**src/rtl/fft_r4_stage_scheduler.sv**
```systemverilog
// -----------------------------------------------------------------------------
// fft_r4_stage_scheduler
//
// Address/control sequencer for an in-place radix-4 decimation-in-frequency FFT
// of N = 4^LOG4N complex points built around one shared radix-4 butterfly with
// a fixed pipeline latency of BF_LATENCY cycles.
//
// For every butterfly the block issues four read addresses plus a twiddle base
// exponent. BF_LATENCY cycles later it issues the matching in-place write-back
// addresses. It steps through all LOG4N stages and drains the butterfly
// pipeline between stages, so the last write of a stage lands one cycle before
// the first read of the next stage.
//
// Optional feature macro: FFT_SCHED_DIGITREV_EN
//   When defined, an UNLOAD phase follows the final drain. It emits N readout
//   addresses in base-4 digit-reversed order, which yields natural-order
//   output. When undefined, the ro_* ports and the UNLOAD state do not exist.
//
// Parameters
//   LOG4N       number of radix-4 stages (1..4), N = 4^LOG4N
//   BF_LATENCY  butterfly input-to-result latency in cycles (1..8)
//
// Ports
//   sys_clk_i   clock, rising edge
//   rst_n_i     asynchronous active-low reset; clears every register
//   start_i     run request, sampled only while idle
//   busy_o      high from the first issue cycle until completion
//   done_o      one-cycle completion pulse
//   rd_en_o     butterfly input valid / RAM read strobe
//   rd_addr_o   four read addresses, leg m at [m*AW +: AW]
//   tw_exp_o    twiddle base exponent k (leg m uses W_N^(m*k))
//   stage_o     stage index of the current issue
//   wr_en_o     write-back strobe (rd_en_o delayed by BF_LATENCY)
//   wr_addr_o   write-back addresses (rd_addr_o delayed by BF_LATENCY)
//   ro_en_o     readout strobe            (FFT_SCHED_DIGITREV_EN only)
//   ro_addr_o   readout address           (FFT_SCHED_DIGITREV_EN only)
// -----------------------------------------------------------------------------
module fft_r4_stage_scheduler #(
  parameter int LOG4N      = 2,
  parameter int BF_LATENCY = 2,
  localparam int AW        = 2 * LOG4N,
  localparam int SW        = 2
) (
  input  logic              sys_clk_i,
  input  logic              rst_n_i,
  input  logic              start_i,
  output logic              busy_o,
  output logic              done_o,
  output logic              rd_en_o,
  output logic [4*AW-1:0]   rd_addr_o,
  output logic [AW-1:0]     tw_exp_o,
  output logic [SW-1:0]     stage_o,
  output logic              wr_en_o,
  output logic [4*AW-1:0]   wr_addr_o
`ifdef FFT_SCHED_DIGITREV_EN
  ,
  output logic              ro_en_o,
  output logic [AW-1:0]     ro_addr_o
`endif
);

  localparam int N   = 1 << AW;
  // Intermediate address arithmetic is done two bits wider and then truncated,
  // so all results wrap modulo 2^AW.
  localparam int AW2 = AW + 2;

  localparam logic [AW-1:0] B_LAST = AW'(N / 4 - 1);
  localparam logic [SW-1:0] S_LAST = SW'(LOG4N - 1);
  localparam logic [3:0]    D_LAST = 4'(BF_LATENCY - 1);
`ifdef FFT_SCHED_DIGITREV_EN
  localparam logic [AW-1:0] J_LAST = AW'(N - 1);
`endif

  // ---------------------------------------------------------------------------
  // Address helpers
  // ---------------------------------------------------------------------------

  // Four leg addresses of butterfly b in stage s:
  //   span = 4^(LOG4N-1-s), k = b mod span,
  //   base = (b/span)*4*span + k, leg m = base + m*span.
  // span is a power of four, so the divide and modulo reduce to shift/mask.
  function automatic logic [4*AW-1:0] leg_addrs(input logic [SW-1:0] s,
                                                input logic [AW-1:0] b);
    logic [AW2-1:0]  span;
    logic [AW2-1:0]  k;
    logic [AW2-1:0]  base;
    logic [AW2-1:0]  leg;
    logic [4*AW-1:0] res;
    int              sh;
    sh   = 2 * (LOG4N - 1 - int'(s));
    span = AW2'(1) << sh;
    k    = {2'b00, b} & (span - AW2'(1));
    base = (({2'b00, b} >> sh) << (sh + 2)) | k;
    res  = '0;
    for (int m = 0; m < 4; m++) begin
      leg = base + span * AW2'(m);
      res[m*AW +: AW] = AW'(leg);
    end
    return res;
  endfunction

  // Twiddle base exponent k * 4^s, wrapped to AW bits.
  function automatic logic [AW-1:0] tw_exp(input logic [SW-1:0] s,
                                           input logic [AW-1:0] b);
    logic [AW2-1:0] span;
    logic [AW2-1:0] k;
    logic [AW2-1:0] t;
    int             sh;
    sh   = 2 * (LOG4N - 1 - int'(s));
    span = AW2'(1) << sh;
    k    = {2'b00, b} & (span - AW2'(1));
    t    = k << (2 * int'(s));
    return AW'(t);
  endfunction

`ifdef FFT_SCHED_DIGITREV_EN
  // Base-4 digit reversal: digit d of the result is digit LOG4N-1-d of j.
  function automatic logic [AW-1:0] digit_rev(input logic [AW-1:0] j);
    logic [AW-1:0] r;
    r = '0;
    for (int d = 0; d < LOG4N; d++) begin
      r[2*d +: 2] = j[2*(LOG4N-1-d) +: 2];
    end
    return r;
  endfunction
`endif

  // ---------------------------------------------------------------------------
  // State
  // ---------------------------------------------------------------------------
`ifdef FFT_SCHED_DIGITREV_EN
  typedef enum logic [1:0] {IDLE, ISSUE, DRAIN, UNLOAD} state_e;
`else
  typedef enum logic [1:0] {IDLE, ISSUE, DRAIN} state_e;
`endif

  state_e            state_q;
  logic [SW-1:0]     s_q;
  logic [AW-1:0]     b_q;
  logic [3:0]        drain_q;

  logic              busy_q;
  logic              done_q;
  logic              rd_en_q;
  logic [4*AW-1:0]   rd_addr_q;
  logic [AW-1:0]     tw_q;
  logic [SW-1:0]     stage_q;

`ifdef FFT_SCHED_DIGITREV_EN
  logic [AW-1:0]     j_q;
  logic [AW-1:0]     j_d;
  logic              ro_en_q;
  logic [AW-1:0]     ro_addr_q;
`endif

  // Next-issue candidates: the following butterfly within the current stage,
  // and butterfly 0 of the following stage.
  logic [AW-1:0]     b_d;
  logic [SW-1:0]     s_d;
  logic [4*AW-1:0]   addr_b_d;
  logic [AW-1:0]     tw_b_d;
  logic [4*AW-1:0]   addr_s_d;

  always_comb begin
    b_d      = b_q + AW'(1);
    s_d      = s_q + SW'(1);
    addr_b_d = leg_addrs(s_q, b_d);
    tw_b_d   = tw_exp(s_q, b_d);
    addr_s_d = leg_addrs(s_d, '0);
  end

`ifdef FFT_SCHED_DIGITREV_EN
  always_comb begin
    j_d = j_q + AW'(1);
  end
`endif

  // ---------------------------------------------------------------------------
  // Sequencer FSM with registered outputs. Outputs are loaded together with the
  // state transition, so the first issue appears the cycle after start_i.
  // ---------------------------------------------------------------------------
  always_ff @(posedge sys_clk_i or negedge rst_n_i) begin
    if (!rst_n_i) begin
      state_q   <= IDLE;
      s_q       <= '0;
      b_q       <= '0;
      drain_q   <= '0;
      busy_q    <= 1'b0;
      done_q    <= 1'b0;
      rd_en_q   <= 1'b0;
      rd_addr_q <= '0;
      tw_q      <= '0;
      stage_q   <= '0;
`ifdef FFT_SCHED_DIGITREV_EN
      j_q       <= '0;
      ro_en_q   <= 1'b0;
      ro_addr_q <= '0;
`endif
    end else begin
      done_q <= 1'b0;
      case (state_q)
        IDLE: begin
          if (start_i) begin
            state_q   <= ISSUE;
            s_q       <= '0;
            b_q       <= '0;
            busy_q    <= 1'b1;
            rd_en_q   <= 1'b1;
            rd_addr_q <= leg_addrs('0, '0);
            tw_q      <= '0;
            stage_q   <= '0;
          end
        end

        ISSUE: begin
          if (b_q == B_LAST) begin
            state_q <= DRAIN;
            drain_q <= '0;
            rd_en_q <= 1'b0;
          end else begin
            b_q       <= b_d;
            rd_addr_q <= addr_b_d;
            tw_q      <= tw_b_d;
          end
        end

        DRAIN: begin
          // Hold off reads until every result of this stage is written back.
          if (drain_q == D_LAST) begin
            if (s_q != S_LAST) begin
              state_q   <= ISSUE;
              s_q       <= s_d;
              b_q       <= '0;
              rd_en_q   <= 1'b1;
              rd_addr_q <= addr_s_d;
              tw_q      <= '0;
              stage_q   <= s_d;
            end else begin
`ifdef FFT_SCHED_DIGITREV_EN
              state_q   <= UNLOAD;
              j_q       <= '0;
              ro_en_q   <= 1'b1;
              ro_addr_q <= digit_rev('0);
`else
              state_q   <= IDLE;
              busy_q    <= 1'b0;
              done_q    <= 1'b1;
              stage_q   <= '0;
`endif
            end
          end else begin
            drain_q <= drain_q + 4'd1;
          end
        end

`ifdef FFT_SCHED_DIGITREV_EN
        UNLOAD: begin
          if (j_q == J_LAST) begin
            state_q   <= IDLE;
            ro_en_q   <= 1'b0;
            ro_addr_q <= '0;
            busy_q    <= 1'b0;
            done_q    <= 1'b1;
            stage_q   <= '0;
          end else begin
            j_q       <= j_d;
            ro_addr_q <= digit_rev(j_d);
          end
        end
`endif

        default: state_q <= IDLE;
      endcase
    end
  end

  // ---------------------------------------------------------------------------
  // Write-back delay line: the write side is simply the read side delayed by
  // the butterfly latency, so writes can never drift from their reads. It is
  // cleared by reset so no stale write escapes after a mid-run reset.
  // ---------------------------------------------------------------------------
  logic [BF_LATENCY-1:0]            en_dly_q;
  logic [BF_LATENCY-1:0][4*AW-1:0]  addr_dly_q;

  always_ff @(posedge sys_clk_i or negedge rst_n_i) begin
    if (!rst_n_i) begin
      en_dly_q   <= '0;
      addr_dly_q <= '0;
    end else begin
      en_dly_q[0]   <= rd_en_q;
      addr_dly_q[0] <= rd_addr_q;
      for (int i = 1; i < BF_LATENCY; i++) begin
        en_dly_q[i]   <= en_dly_q[i-1];
        addr_dly_q[i] <= addr_dly_q[i-1];
      end
    end
  end

  // ---------------------------------------------------------------------------
  // Outputs (all driven straight from registers)
  // ---------------------------------------------------------------------------
  assign busy_o    = busy_q;
  assign done_o    = done_q;
  assign rd_en_o   = rd_en_q;
  assign rd_addr_o = rd_addr_q;
  assign tw_exp_o  = tw_q;
  assign stage_o   = stage_q;
  assign wr_en_o   = en_dly_q[BF_LATENCY-1];
  assign wr_addr_o = addr_dly_q[BF_LATENCY-1];
`ifdef FFT_SCHED_DIGITREV_EN
  assign ro_en_o   = ro_en_q;
  assign ro_addr_o = ro_addr_q;
`endif

endmodule

```
**config.mk**
```make
export PLATFORM = sky130hd
export DESIGN_NAME = fft_r4_stage_scheduler
export DESIGN_NICKNAME = d
export VERILOG_FILES = /design/src/rtl/fft_r4_stage_scheduler.sv
export SDC_FILE = /design/constraint.sdc
export NUM_CORES = 1
export LEC_CHECK = 0
export ABC_AREA = 1
export BUFFER_PORTS_ARGS = -buffer_cell sky130_fd_sc_hd__buf_4
export CORE_MARGIN = 2
export CORE_UTILIZATION = 38
export DETAILED_ROUTE_END_ITERATION = 6
export SYNTH_ARGS = -nofsm -noshare
export SYNTH_HDL_FRONTEND = slang
export SYNTH_SLANG_ARGS = --single-unit
```
**constraint.sdc**
```tcl
create_clock -name sys_clk_i -period 2.8 [get_ports sys_clk_i]
set_input_delay 0.14 -clock sys_clk_i [delete_from_list [all_inputs] [get_ports sys_clk_i]]
set_output_delay 0.14 -clock sys_clk_i [all_outputs]
set_load 0.05 [all_outputs]
```
==> impl_metrics.yaml, run 1 <==
synthesis:
  post_synth_num_cell_types: 33
  mappedNetlistNets: 328
  ys_warn_count: 0
  syn_area_per_cell_um2: 9.86
  synth-edff-count: 0
  synth.yosys.seq_area_share: 0.541
  netlist_top_cells_area: "sky130_fd_sc_hd__dfrtp_1 (54%), sky130_fd_sc_hd__nand2_1 (8.5%), sky130_fd_sc_hd__ha_1 (7.9%), sky130_fd_sc_hd__buf_4 (4.7%), sky130_fd_sc_hd__inv_1 (3.5%)"
  netlist.area_leader.share: 0.541
  synthArstFlopShare: 1.00
  synth_top_flop_cell: "sky130_fd_sc_hd__dfrtp_1"
  synthesis.area_um2: 3010
  netlist.top_cell.by_area: "sky130_fd_sc_hd__dfrtp_1"
  total_of_flip_flops_plus_latches_after_synthesis: 65
  postSynthCellCount: 305
detailed_routing:
  num_vias: 2057
  viasPerCell: 4.56
  number_of_design_rule_violations_left_after_detail_routing: 0
  drt-total-wl_um: 5630
  routedWlPerCell_um: 12.5
  drt_first_pass_iters: 4
  postRouteAntennaNets: 0
  first_iter_violations: 70
clock_tree:
  count_of_clock_tree_sinks: 65
  clock_insertion_delay_worst_skew_ns: 0.35
  max-clock-path-buffers: 2
  clockRootBuffer: "sky130_fd_sc_hd__clkbuf_8"
  tritoncts_clock_tree: "built"
  clkTransAtPathRegs_ns: 0.08
  cts_inserted_buffers: 9
  h-tree-depth: 3
floorplanning:
  initial_core_util: 0.391
  number_of_rows_created_at_floorplan: 32
  placeableCoreArea_um2: 7690
  number_of_placed_i_o_pins: 45
  horizontal_extent_of_the_die_um: 93.0
  floorplan.die.height_um: 93.0
  die_area_um2: 8640
global_route:
  groute.usage.overall: 0.145
  grt_first_pass_wirelength_um: 9580
  first_global_vias: 2001
  grt_max_degree: 66
  globalRouteOverflowTotal: 0
  grt_antenna_before_repair: 0
timing:
  grt_setup_unrepaired: "false"
  min_period_over_period: 0.930
  min_period_ns: 2.60
  timing.final.setup_violations: 0
  worst_slew_margin_rel: 0.476
  totalNegativeSetupSlack_ns: 0
  final.setup_skew_ns: 0.00972
  timing_worst_slew_pin_value_ns: 0.785
  timing_max_transition_violations_final: 0
  final-hold-violation-count: 0
  fmaxAchievable_mhz: 384
critical_path:
  critical_path_arrival_ns: 2.85
  critPathMaxFanout: 5
  start_kind: "flop"
  cp_slowest_cell: "sky130_fd_sc_hd__fa_2"
  r2r-start: "s_q[1]$_DFFE_PN0P_"
  reg2reg_slack_ns: 0.20
  path_buf_inv: 4
  cp-endpoint: "rd_addr_o[15]$_DFFE_PN0P_"
  r2r-end: "rd_addr_o[15]$_DFFE_PN0P_"
  worst-setup-path-type: "reg2reg"
  required_ns: 3.04
  cp.depth: 14
  cp-startpoint: "s_q[1]$_DFFE_PN0P_"
  top_delay_family_on_crit_path: "adder cells"
  timing.critical_path.slowest_cell_delay_ns: 0.40
  type_of_destination_of_the_critical_path: "flop"
  worstPathCellList: "inv_2 > ha_1 > inv_1 > ha_1 > or2_2 > o31ai_2 > ha_1 > inv_1 > fa_2 > xor2_2 > inv_1 > nand3_1 > nand3_1 > nand2_1"
  register_to_register_path_depth: 14
pwr:
  power.ir.vdd_worst_uv: 639
  p_leak_nw: 1.85
  power.density_nw_per_um2: 1280
placement:
  place.gp.congestion: 0.863
  hpwlAfterDp_um: 3980
  portBuffers: 44
  detailed_place.area_um2: 3340
layout:
  multi_input_comb_area_um2: 1090
  antenna_cells: 0
  final.fill_count: 763
  final_cell_mix: "sky130_fd_sc_hd__nand2_1 (68), sky130_fd_sc_hd__dfrtp_1 (64), sky130_fd_sc_hd__buf_4 (51), sky130_fd_sc_hd__inv_1 (27)"
  finalNetCount: 368
  area_delta_synth_final_pct: 19.1
  final-seq-area_um2: 1630
  layout_commonest_cell: "sky130_fd_sc_hd__nand2_1"
  drive_above_1_share: 0.272
  finish.instance_area_um2: 3580
run:
  maxCapViolCount: 0
run_status:
  run_status: "completed"
worst_hold_path:
  min-delay-path-class: "in2reg"
==> timing repair <==
action                                 in CTS  in global routing
setup endpoints to repair                   0                  1
setup buffers                               0                  1
resized for setup                           0                  6
hold buffers                                1                  0
endpoints found under the hold margin      65                  0
==> sequential cells by signal, indices dropped and copies added, names as in the netlist <==
name and cells:
wr_addr_o 14, addr_dly_q 14, drain_q 4, rd_en_o 1, busy_o 1, done_o 1
s_q 2, rd_addr_o 14, b_q 4, stage_o 2, en_dly_q 2, tw_exp_o 4
state_q 2
==> cell usage after synthesis, types with 2 or more instances <==
cell type                  count
sky130_fd_sc_hd__a21oi_1       2
sky130_fd_sc_hd__buf_2         2
sky130_fd_sc_hd__buf_4        19
sky130_fd_sc_hd__buf_6         2
sky130_fd_sc_hd__dfrtp_1      65
sky130_fd_sc_hd__ha_1         19
sky130_fd_sc_hd__inv_1        28
sky130_fd_sc_hd__inv_2         7
sky130_fd_sc_hd__nand2_1      68
sky130_fd_sc_hd__nand2_2       2
sky130_fd_sc_hd__nand3_1      19
sky130_fd_sc_hd__nand3_2       2
sky130_fd_sc_hd__nand3_4       2
sky130_fd_sc_hd__nor2_1       19
sky130_fd_sc_hd__nor2_2        3
sky130_fd_sc_hd__o211ai_1      2
sky130_fd_sc_hd__o21a_1        4
sky130_fd_sc_hd__o21ai_0      19
sky130_fd_sc_hd__o21ai_1       5
sky130_fd_sc_hd__or2_2         2
sky130_fd_sc_hd__xor2_1        2
==> cell type report <==
| class | instances | share of cell area |
|---|---|---|
| multi-input combinational | 181 | 0.304 |
| sequential | 65 | 0.455 |
| clock inverter | 6 | 0.0234 |
| timing repair buffer | 52 | 0.110 |
| inverter | 36 | 0.0381 |
| clock buffer | 9 | 0.0346 |
| tap | 102 | 0.0356 |
==> cell families after synthesis <==
kind of cell               after synthesis  synth area share
and+or+nand+nor                        121             0.188
DFF                                     65             0.541
buffers and inverters                   59             0.103
AOI/OAI and AO/OA                       37            0.0740
adders and majority gates               20            0.0857
xor gates and xnor gates                 3           0.00874
==> worst register-to-register path, stage by stage, from the launching register on <==
cell	delay, ns
sky130_fd_sc_hd__dfrtp_1	0.39
sky130_fd_sc_hd__inv_2	0.09
sky130_fd_sc_hd__ha_1	0.18
sky130_fd_sc_hd__inv_1	0.08
sky130_fd_sc_hd__ha_1	0.28
sky130_fd_sc_hd__or2_2	0.31
sky130_fd_sc_hd__o31ai_2	0.10
sky130_fd_sc_hd__ha_1	0.21
sky130_fd_sc_hd__inv_1	0.07
sky130_fd_sc_hd__fa_2	0.40
sky130_fd_sc_hd__xor2_2	0.16
sky130_fd_sc_hd__inv_1	0.05
sky130_fd_sc_hd__nand3_1	0.07
sky130_fd_sc_hd__nand3_1	0.07
sky130_fd_sc_hd__nand2_1	0.05
==> worst min path at each step <==
stage	depth (start not counted)	to	slack (ns)	start
global placement	1	drain_q[0]$_DFFE_PN0P_	0.29	rst_n_i
floorplan	0	addr_dly_q[10]$_DFF_PN0_	-0.16	rst_n_i
finish	4	state_q[0]$_DFFE_PN0P_	0.34	start_i
CTS	4	state_q[0]$_DFFE_PN0P_	0.33	start_i
global route	0	wr_addr_o[11]$_DFF_PN0_	0.36	addr_dly_q[11]$_DFF_PN0_
detailed placement	1	drain_q[0]$_DFFE_PN0P_	0.29	rst_n_i
==> per-layer routing <==
| layer | vias to the layer above | part of all wire | global-route usage |
|---|---|---|---|
| met5 | - | 0 | 0 |
| met1 | 972 | 0.47 | 0.179 |
| met4 | 0 | 0.020 | 0.0748 |
| met3 | 11 | 0.043 | 0.0395 |
| li1 | 1035 | - | - |
| met2 | 39 | 0.47 | 0.234 |
==> where the power goes <==
part           internal, W  switching (W)  leakage [nW]
sequential         0.00125       0.000154         0.835
clock             0.000492       0.000365         0.109
combinational     0.000698        0.00163         0.909
==> per-stage QoR <==
step	hold WS (ns)	power (W)	util	setup slack [ns]	cells
6_report	0.343	0.00459	0.466	0.196	451
3_3_place_gp	0.286	0.00373	0.434	0.131	434
4_1_cts	0.334	0.00463	0.462	0.00417	450
3_5_place_dp	0.286	0.00375	0.434	0.0309	434
2_1_floorplan	-0.156	0.00329	-	0.0615	305
5_1_grt	0.358	0.00491	0.466	0.0502	451
Power figures use the tool's default switching activity.
==> run 2, diff against run 1 <==
--- a/config.mk
+++ b/config.mk
@@ -5,11 +5,11 @@
 export SDC_FILE = /design/constraint.sdc
 export NUM_CORES = 1
 export LEC_CHECK = 0
-export ABC_AREA = 1
 export BUFFER_PORTS_ARGS = -buffer_cell sky130_fd_sc_hd__buf_4
 export CORE_MARGIN = 2
 export CORE_UTILIZATION = 38
 export DETAILED_ROUTE_END_ITERATION = 6
+export RECOVER_POWER = 50
 export SYNTH_ARGS = -nofsm -noshare
 export SYNTH_HDL_FRONTEND = slang
 export SYNTH_SLANG_ARGS = --single-unit
==> run 2 against run 1 <==
Compared with the run above:
- the run now ends with capacitance limit, slew limit left
- synthesized cell count decreased by 10%
- critical endpoint unchanged
- maximum frequency decreased by 0.30%
- highest routed layer unchanged
- cell area decreased by 3.0%
- area after synthesis increased by 0.79%
- worst setup slack got worse by 0.0079 ns
- worst hold slack improved by 0.0061 ns
- largest cell class unchanged
- register-to-register slack about the same
- flip-flop and latch count unchanged
- sequential power about the same
- die area increased by 0.75%
- clock skew decreased by 0.0022 ns
==> impl_metrics.yaml, run 2 <==
run_status:
  run_status: "finished, violations left"
  violations_in_the_final_reports: "capacitance limit, slew limit"
synthesis:
  synth-edff-count: 0
  top_cells_by_count_synth: "sky130_fd_sc_hd__dfrtp_1 (65), sky130_fd_sc_hd__nand2_1 (35), sky130_fd_sc_hd__o21ai_0 (24), sky130_fd_sc_hd__buf_4 (21), sky130_fd_sc_hd__ha_1 (19)"
  netlist_top_cells_area: "sky130_fd_sc_hd__dfrtp_1 (54%), sky130_fd_sc_hd__ha_1 (7.8%), sky130_fd_sc_hd__buf_4 (5.2%), sky130_fd_sc_hd__nand2_1 (4.3%), sky130_fd_sc_hd__o21ai_0 (4.0%)"
  post_synth_num_cell_types: 47
  yosys.cell_count.top_type: "sky130_fd_sc_hd__dfrtp_1"
  mappedNetlistNets: 297
  ys_warn_count: 0
  synthesis.area_um2: 3030
  synth_top_flop_cell: "sky130_fd_sc_hd__dfrtp_1"
  netlist.top_cell.by_area: "sky130_fd_sc_hd__dfrtp_1"
  total_of_flip_flops_plus_latches_after_synthesis: 65
  synth.yosys.seq_area_share: 0.537
  netlist.area_leader.share: 0.537
  synthArstFlopShare: 1.00
  postSynthCellCount: 274
  syn_area_per_cell_um2: 11.1
layout:
  layout_commonest_cell: "sky130_fd_sc_hd__dfrtp_1"
  postLayoutCoreUtil: 0.450
  drive_above_1_share: 0.161
  finish.instance_area_um2: 3470
  finish.cell_count_without_fillers: 424
  area_delta_synth_final_pct: 14.6
  antenna_cells: 0
  final_cell_mix: "sky130_fd_sc_hd__dfrtp_1 (63), sky130_fd_sc_hd__nand2_1 (35), sky130_fd_sc_hd__clkbuf_1 (32), sky130_fd_sc_hd__buf_4 (25), sky130_fd_sc_hd__o21ai_0 (22)"
  finalNetCount: 340
critical_path:
  worstPathCellList: "inv_1 > ha_1 > inv_1 > ha_1 > o21ai_1 > ha_1 > inv_1 > fa_1 > xnor2_1 > xnor2_1 > o21ai_1"
  reg2reg_slack_ns: 0.19
  top_delay_family_on_crit_path: "adder cells"
  required_ns: 3.02
  critical_path_arrival_ns: 2.83
  path_buf_inv: 3
  cp_slowest_cell: "sky130_fd_sc_hd__dfrtp_2"
  type_of_destination_of_the_critical_path: "flop"
  r2r-end: "rd_addr_o[15]$_DFFE_PN0P_"
  timing.critical_path.slowest_cell_delay_ns: 0.45
  start_kind: "flop"
  critPathMaxFanout: 7
  register_to_register_path_depth: 11
  r2r-start: "s_q[1]$_DFFE_PN0P_"
  worst-setup-path-type: "reg2reg"
detailed_routing:
  postRouteAntennaNets: 0
  number_of_design_rule_violations_left_after_detail_routing: 0
  first_iter_violations: 73
  num_vias: 2088
  routedWlPerCell_um: 14.2
  drt_first_pass_iters: 4
  drt-total-wl_um: 6010
  viasPerCell: 4.92
placement:
  hpwlAfterDp_um: 4300
  detailed_place.area_um2: 3400
  place.gp.congestion: 0.836
  portBuffers: 44
  dp_cells: 407
clock_tree:
  h-tree-depth: 3
  clockRootBuffer: "sky130_fd_sc_hd__clkbuf_8"
  max-clock-path-buffers: 2
  tritoncts_clock_tree: "built"
  cts_inserted_buffers: 9
  clock_insertion_delay_worst_skew_ns: 0.34
  postCtsSetupRepairBufs: 0
  count_of_clock_tree_sinks: 65
  clkTransAtPathRegs_ns: 0.07
floorplanning:
  number_of_placed_i_o_pins: 45
  horizontal_extent_of_the_die_um: 93.3
  number_of_rows_created_at_floorplan: 32
  die_area_um2: 8710
  initial_core_util: 0.392
  placeableCoreArea_um2: 7730
  floorplan.die.height_um: 93.3
timing:
  min_period_ns: 2.61
  hold_ws_ns: 0.349
  grt_setup_unrepaired: "false"
  worst_slew_margin_rel: -0.0542
  timing_worst_slew_pin_value_ns: 1.58
  timing_max_transition_violations_final: 66
  final.setup_skew_ns: 0.00750
  timing.final.setup_violations: 0
  final-hold-violation-count: 0
  min_period_over_period: 0.933
  fmaxAchievable_mhz: 383
  totalNegativeSetupSlack_ns: 0
global_route:
  first_global_vias: 2051
  gr-max-usage-layer: "met2"
  groute.usage.overall: 0.151
  grt.met1_usage: 0.205
  grt_antenna_before_repair: 0
  grt.met2_usage: 0.228
  grt_max_degree: 66
  grt_use_met3: 0.0459
  grt_first_pass_wirelength_um: 10100
  globalRouteOverflowTotal: 0
worst_hold_path:
  source_of_the_worst_hold_timing_path: "addr_dly_q[13]$_DFF_PN0_"
  min_delay_worst_endpoint: "wr_addr_o[13]$_DFF_PN0_"
  min-delay-path-class: "reg2reg"
  hold_path_depth: 0
pwr:
  p_leak_nw: 1.60
  power.density_nw_per_um2: 1290
  power.ir.vdd_worst_uv: 467
run:
  maxCapViolCount: 1
==> run 2: through the flow <==
step | power (W) | setup slack (ns)
2_1_floorplan | 0.00332 | 0.0737
3_3_place_gp | 0.00389 | 0.182
3_5_place_dp | 0.00391 | 0.0936
4_1_cts | 0.00464 | 0.0741
5_1_grt | 0.00482 | 0.00401
6_report | 0.00448 | 0.188
==> run 2: cell families (layout without fill, tap and decap cells) <==
family          Yosys count  count (layout)  share of synthesized area
compound gates           63              63                      0.141
mux                       5               5                     0.0182
simple gates             75              75                      0.123
fa+ha+maj                20              20                     0.0850
buf+inv                  40              88                     0.0792
xor+xnor                  6               6                     0.0173
flops                    65              65                      0.537
==> run 2: area by class of cell <==
class / instances / area [µm²]
timing repair buffer: 59 / 323
multi-input combinational: 169 / 1160
inverter: 13 / 48.8
fill: 766 / 4250
tap: 102 / 128
clock inverter: 6 / 43.8
clock buffer: 10 / 138
sequential: 65 / 1630
==> run 2: layer usage <==
metal	vias up	wire, µm
met4	0	102
met2	48	2720
met3	8	289
met5	-	0
met1	1004	2890
li1	1028	-
==> run 2: worst max path at each step <==
stage | start | cells after the start | end | slack, ns
finish | s_q[1]$_DFFE_PN0P_ | 11 | rd_addr_o[15]$_DFFE_PN0P_ | 0.19
CTS | s_q[0]$_DFFE_PN0P_ | 10 | rd_addr_o[14]$_DFFE_PN0P_ | 0.07
floorplan | s_q[0]$_DFFE_PN0P_ | 11 | rd_addr_o[15]$_DFFE_PN0P_ | 0.07
global placement | s_q[0]$_DFFE_PN0P_ | 11 | rd_addr_o[15]$_DFFE_PN0P_ | 0.18
detailed placement | s_q[0]$_DFFE_PN0P_ | 10 | rd_addr_o[14]$_DFFE_PN0P_ | 0.09
global route | s_q[1]$_DFFE_PN0P_ | 11 | rd_addr_o[15]$_DFFE_PN0P_ | 0.004
==> run 2: report_power, final <==
| group | internal (W) | switching [W] | leakage, nW |
|---|---|---|---|
| clock | 0.000346 | 0.000363 | 0.0922 |
| sequential | 0.00124 | 0.000179 | 0.838 |
| combinational | 0.000702 | 0.00165 | 0.674 |
==> run 2: repair_timing <==
action | CTS | global route
hold buffers | 1 | 0
hold endpoints to repair | 65 | 0
endpoints found under the setup margin | 0 | 2
resized for setup | 0 | 3
